File: src/rtl/arith_pkg.sv
// Shared arithmetic definitions for the serial datapath blocks.
//   - State encodings for the serial subtractor controller.
//   - clog2 helper used to size step counters.
package arith_pkg;

  localparam logic [1:0] ST_IDLE = 2'd0;
  localparam logic [1:0] ST_RUN  = 2'd1;
  localparam logic [1:0] ST_DONE = 2'd2;

  typedef enum logic [1:0] {
    IDLE = ST_IDLE,
    RUN  = ST_RUN,
    DONE = ST_DONE
  } state_t;

  // Bits needed to hold values 0..value-1; returns 0 for value <= 1.
  function automatic int clog2(input int value);
    int r;
    int v;
    r = 0;
    v = value - 1;
    while (v > 0) begin
      r++;
      v = v >> 1;
    end
    return r;
  endfunction

endpackage

File: src/rtl/full_subtractor.sv
// One-bit full subtractor cell: d = x - y - bin.
// Ports:
//   x     in   minuend bit
//   y     in   subtrahend bit
//   bin   in   borrow in from the less significant cell
//   d     out  difference bit
//   bout  out  borrow out to the more significant cell
module full_subtractor (
  input  logic x,
  input  logic y,
  input  logic bin,
  output logic d,
  output logic bout
);

  assign d    = x ^ y ^ bin;
  assign bout = (~x & y) | (~(x ^ y) & bin);

endmodule

File: src/rtl/serial_ripple_subtractor.sv
// Multi-cycle subtractor: diff = a - b, DIGIT bits resolved per clock with
// the borrow carried between cycles in a register.
// Ports:
//   clk        in   clock, rising edge
//   rst        in   asynchronous reset, active-high
//   in_valid   in   operands a/b valid
//   in_ready   out  block can accept operands (IDLE only)
//   a          in   minuend
//   b          in   subtrahend
//   out_valid  out  diff/bout/ovf valid (DONE only)
//   out_ready  in   consumer accepts result
//   diff       out  a - b mod 2^WIDTH
//   bout       out  unsigned underflow (a < b)
//   ovf        out  signed overflow of a - b
//
// state | meaning
// IDLE  | waiting for operands, in_ready=1
// RUN   | rippling DIGIT bits per cycle, NSTEP cycles
// DONE  | result held on outputs until out_ready
module serial_ripple_subtractor
  import arith_pkg::*;
#(
  parameter int WIDTH = 16,
  parameter int DIGIT = 1
) (
  input  logic             clk,
  input  logic             rst,
  input  logic             in_valid,
  output logic             in_ready,
  input  logic [WIDTH-1:0] a,
  input  logic [WIDTH-1:0] b,
  output logic             out_valid,
  input  logic             out_ready,
  output logic [WIDTH-1:0] diff,
  output logic             bout,
  output logic             ovf
);

  localparam int NSTEP = WIDTH / DIGIT;
  localparam int CNT_W = (clog2(NSTEP) > 0) ? clog2(NSTEP) : 1;
  localparam logic [CNT_W-1:0] LAST = CNT_W'(NSTEP - 1);

  state_t state;
  state_t state_nxt;

  logic accept;
  logic step;
  logic last_step;

  logic [WIDTH-1:0] a_sr;
  logic [WIDTH-1:0] b_sr;
  logic [WIDTH-1:0] res_sr;
  logic [WIDTH-1:0] res_next;
  logic [WIDTH-1:0] chain_ext;
  logic [CNT_W-1:0] cnt;
  logic             borrow_q;
  logic             a_msb;
  logic             b_msb;

  logic [DIGIT:0]   chain_b;
  logic [DIGIT-1:0] chain_d;

  always_ff @(posedge clk or posedge rst) begin
    if (rst) begin
      state <= IDLE;
    end else begin
      state <= state_nxt;
    end
  end

  always_comb begin
    state_nxt = state;
    in_ready  = 1'b0;
    out_valid = 1'b0;
    accept    = 1'b0;
    step      = 1'b0;
    last_step = 1'b0;
    case (state)
      IDLE: begin
        in_ready = 1'b1;
        if (in_valid) begin
          accept    = 1'b1;
          state_nxt = RUN;
        end
      end
      RUN: begin
        step = 1'b1;
        if (cnt == LAST) begin
          last_step = 1'b1;
          state_nxt = DONE;
        end
      end
      DONE: begin
        out_valid = 1'b1;
        if (out_ready) begin
          state_nxt = IDLE;
        end
      end
      default: state_nxt = IDLE;
    endcase
  end

  // Borrow chain across the low DIGIT bits of the operand shift registers.
  assign chain_b[0] = borrow_q;

  for (genvar i = 0; i < DIGIT; i++) begin : g_chain
    full_subtractor u_fs (
      .x    (a_sr[i]),
      .y    (b_sr[i]),
      .bin  (chain_b[i]),
      .d    (chain_d[i]),
      .bout (chain_b[i+1])
    );
  end

  // New digit enters at the top so that after NSTEP steps the first digit
  // computed has reached bit 0.
  assign chain_ext = WIDTH'(chain_d);
  assign res_next  = (res_sr >> DIGIT) | (chain_ext << (WIDTH - DIGIT));

  always_ff @(posedge clk or posedge rst) begin
    if (rst) begin
      a_sr     <= '0;
      b_sr     <= '0;
      res_sr   <= '0;
      cnt      <= '0;
      borrow_q <= 1'b0;
      a_msb    <= 1'b0;
      b_msb    <= 1'b0;
      diff     <= '0;
      bout     <= 1'b0;
      ovf      <= 1'b0;
    end else if (accept) begin
      a_sr     <= a;
      b_sr     <= b;
      borrow_q <= 1'b0;
      cnt      <= '0;
      a_msb    <= a[WIDTH-1];
      b_msb    <= b[WIDTH-1];
    end else if (step) begin
      a_sr     <= a_sr >> DIGIT;
      b_sr     <= b_sr >> DIGIT;
      res_sr   <= res_next;
      borrow_q <= chain_b[DIGIT];
      cnt      <= cnt + CNT_W'(1);
      // Output registers load only on the final step, so they hold their
      // value through DONE and after the handshake.
      if (last_step) begin
        diff <= res_next;
        bout <= chain_b[DIGIT];
        ovf  <= (a_msb ^ b_msb) & (res_next[WIDTH-1] ^ a_msb);
      end
    end
  end

endmodule
File: config.mk
export PLATFORM = sky130hd
export DESIGN_NAME = serial_ripple_subtractor
export DESIGN_NICKNAME = d
export VERILOG_FILES = /design/src/rtl/arith_pkg.sv /design/src/rtl/full_subtractor.sv /design/src/rtl/serial_ripple_subtractor.sv
export SDC_FILE = /design/constraint.sdc
export NUM_CORES = 1
export LEC_CHECK = 0
export ABC_AREA = 0
export ABC_CLOCK_PERIOD_IN_PS = 2800
export CORE_MARGIN = 2
export CORE_UTILIZATION = 45
export CTS_CLUSTER_SIZE = 30
export DETAILED_ROUTE_END_ITERATION = 8
export GPL_ROUTABILITY_DRIVEN = 0
export GPL_TIMING_DRIVEN = 1
export PLACE_DENSITY = 0.79
export SKIP_CTS_REPAIR_TIMING = 1
export SYNTH_ARGS = -nofsm -noshare
export SYNTH_HDL_FRONTEND = slang
export SYNTH_SLANG_ARGS = --single-unit
File: constraint.sdc
create_clock -name clk -period 2.8 [get_ports clk]
set_input_delay 0.56 -clock clk [delete_from_list [all_inputs] [get_ports clk]]
set_output_delay 0.56 -clock clk [all_outputs]
set_load 0.02 [all_outputs]
==> results summary <==
Of the total power, combinational logic draws 0.342. Summed over all failing endpoints, the final setup total negative slack is 0 ns. Counting distinct cell types in the post-synthesis netlist gives 28.

The fill cell instance count of the final layout is between 500 and 600. The fraction of synthesis flops using an asynchronous set or reset pin came out at 1.00. The sequential cell area is 0.00185 sq mm. The overall power is 4.19 mW. The worst clock skew on the final layout came out at 0.00933 ns. The count of input and output buffers came out at 55.

For this run, the top clock speed supported by timing is 422 MHz. The startpoint of the worst-slack reg-to-reg timing path is state[0]$_DFFE_PP0P_. In this run the count of I/O pins placed on the die edge is 56. The switching power is around 1.4 mW.

In the routed layout, each cell is associated on average with a via count of 5.23. For this run, the leading register cell type out of synthesis is dfrtp_1. The register share of total power is 0.430. The length in cells of the worst reg-to-reg path came out at 4. The instance count along the most critical hold path is 2. The post-DP HPWL came out at 3990 um. The full die area came out at 0.00742 sq mm.

Counting flops with a built-in enable in the synthesized netlist gives 0. The kind of end point of the critical path is an output port. The clock passes through at most 2 buffers.

The total internal power came out at 2.74 mW. The power per unit of standard cell area came out at 1070 mW/mm^2. The final core utilization came out at 0.609. The total vias in the final route is about 2200. The cell count after synthesis came out at 286. The post-synthesis average cell area is 10.6 sq um. The number of clock buffers inserted by TritonCTS came out at 9. The floorplan has 29 rows. Setup violations remaining at the end of the flow were counted as 0. Of the total power, the share spent switching nets is 0.346. STA classifies the critical path startpoint as a register. The data required time of the critical path is 2.24 ns.

The effective utilization at floorplan is 0.473. The number of global-route vias before repair was 2225. The pin count of the biggest net entering global routing came out at 35. The core region is 0.00642 sq mm.

VDD sags by at most roughly 0.43 mV. The run finished with clean final reports. The critical path is of the reg -> out type. Setup repair after global routing left no endpoint under its margin. The static leakage came out at ~1.9 nW. The area used by multi-input combinational logic came out at 0.00110 sq mm. The number of antenna violations at the first check in global routing is 0. Measured along the x axis, the die boundary spans ~86 um. The cell with the largest stage delay on the worst path is clkdlybuf4s50_1. The worst min-delay path category is reg -> reg.

The worst hold slack came out at 0.472 ns. The number of hold-slack violations in the final timing report came out at 0. For flop-to-flop paths, the worst setup slack is 1.01 ns. The cell sitting at the root of the clock tree is a clkbuf_8.

The arrival time reported for the critical path endpoint came out at 1.81 ns. Compared with the post-synthesis result, the final layout area differs by 28.7%. The height of the chip came out at 86.1 um. The total count of max-transition violations in the final report was 0.

The overall track demand over capacity in global routing came out at 0.175. The share of layout cells above drive strength 1 came out at 0.133. The routed wire length per instance is 13.7 um. In the routed design, unresolved DRC markers number 0. With fillers left out, the area of the finished cells amounts to 0.00391 sq mm. The clock edge transition at the registers on the reported setup and hold paths came out at ~0.070 ns.

The worst slew margin relative to its limit came out at 0.523. The path with the worst hold slack has its endpoint at res_sr[1]$_DFFE_PP0P_. The first global-routing pass estimated just over 10000 um of wire.

The mapped netlist covers 0.00304 sq mm. The latest clock arrival within the worst-skew pair is roughly 0.35 ns. The delay of the slowest cell on the worst path is 0.65 ns.

The top fanout value on the critical path is 8. Traced cell by cell, the critical path runs through nor2b_1 -> clkdlybuf4s50_1. The number of synthesized register bits came out at 74. The time the final worst path needs with I/O delays and setup came out at 2.37 ns. The sequential element share of the synthesized area is 0.610. The startpoint of the lowest-slack hold path is res_sr[1]$_DFFE_PP0P_. The number of clock sinks is 74.

Global routing finished with a remaining overflow of 0. During synthesis, Yosys emitted a total of 0 warnings. The antenna diode count came out at 0. The max-capacitance violation count came out at 0. For this run, the detailed router's first-pass iteration total came to 4. Summed over all layers, the routed wires come to 5820 um. The number of levels the H-tree was split into is 3.

The fraction of power consumed by the clock network came out at 0.228. TritonCTS built the clock tree. The count of nets left with antenna violations after detail routing came out at 0. The endpoint identified for the worst register-to-register timing path is b_sr[0]$_DFFE_PP0P_.

The number of DRC violations after detailed-routing iteration 0 came out at roughly 140. The standard cell area after detailed placement came out at roughly 0.0037 sq mm. The final clock period utilization by the worst path came out at 0.847. At the pin with the least slew margin, the transition time is about 0.71 ns.

The net count after synthesis came out at 324. The net count reported at finish came out at 380.
## how the worst max path moves through the flow
stage,start,to,slack (ns),depth (start not counted)
3_3_place_gp,state[1]$_DFFE_PP0P_,out_valid,0.86,2
5_1_grt,state[1]$_DFFE_PP0P_,out_valid,0.37,2
6_report,state[1]$_DFFE_PP0P_,out_valid,0.43,2
4_1_cts,state[1]$_DFFE_PP0P_,out_valid,0.44,2
2_1_floorplan,rst,a_msb$_DFFE_PP0P_,0.36,1
3_5_place_dp,in_valid,borrow_q$_DFFE_PP0P_,0.80,4
## Yosys cell counts, drive strengths merged (3+ instances only)
cell	instances	area share
o21ai	5	0.0082
buf	11	0.022
mux2	17	0.063
nand2	116	0.14
nand3	3	0.0049
clkbuf	5	0.0066
a22oi	30	0.074
dfrtp	74	0.61
inv	5	0.0062
## critical path: cells and delay by family (launching register included)
| kind | cells | cell delay, ns |
|---|---|---|
| buffers and inverters | 1 | 0.65 |
| and+or+nand+nor | 1 | 0.29 |
| DFF | 1 | 0.53 |
## stage by stage
step                      setup slack [ns]  instances
after floorplan                      0.358        286
after global placement               0.856        408
after detailed placement             0.804        408
after CTS                            0.436        424
after global routing                 0.365        424
final                                0.428        424
## flip-flops by register name, indices dropped and copies added, names as in the netlist, 2 cells and up
name,count
a_sr,16
b_sr,16
cnt,4
diff,16
res_sr,15
state,2
## power by group through the flow
| stage | logic [mW] | clock network [mW] | registers, mW |
|---|---|---|---|
| after CTS | 1.46 | 0.976 | 1.80 |
| after global routing | 1.62 | 1.02 | 1.87 |
| after global placement | 1.39 | 0 | 1.80 |
| after detailed placement | 1.46 | 0 | 1.82 |
| final | 1.43 | 0.956 | 1.80 |
| after floorplan | 0.920 | 0 | 1.85 |
## placed cells by master (no fill, tap or decap), types with 2 or more instances in the layout
cell type        instances
mux2_2                  17
bufinv_16                2
o21ai_0                  4
clkbuf_8                12
a22o_1                   2
a22oi_1                 30
dfrtp_1                 74
nand3_1                  3
nand2b_1                 2
clkdlybuf4s50_1         55
nand2_1                116
inv_1                    4
buf_4                    5
mux2i_1                  2
## logic make-up after synthesis
kind of cell | after synthesis | share of synthesized area
and+or+nand+nor | 131 | 0.182
DFF | 74 | 0.610
AOI/OAI and AO/OA | 39 | 0.0931
buffers and inverters | 21 | 0.0350
muxes | 19 | 0.0696
adders and majority gates | 2 | 0.0107
## metal layers
metal / up-vias / wire, um / GRT usage
met2: 58 / 2750 / 0.276
li1: 1062 / - / -
met5: - / 0 / 0
met1: 1086 / 2630 / 0.224
met4: 0 / 102 / 0.0808
met3: 11 / 331 / 0.0491
## cell type report
| cell class | instances | area share |
|---|---|---|
| clock buffers | 12 | 0.0423 |
| clock inverters | 4 | 0.0186 |
| inverters | 5 | 0.00480 |
| multi-input cells | 191 | 0.280 |
| flip-flops and latches | 74 | 0.474 |
| well taps | 77 | 0.0246 |
| repair buffers | 61 | 0.156 |
Power figures use the tool's default switching activity.
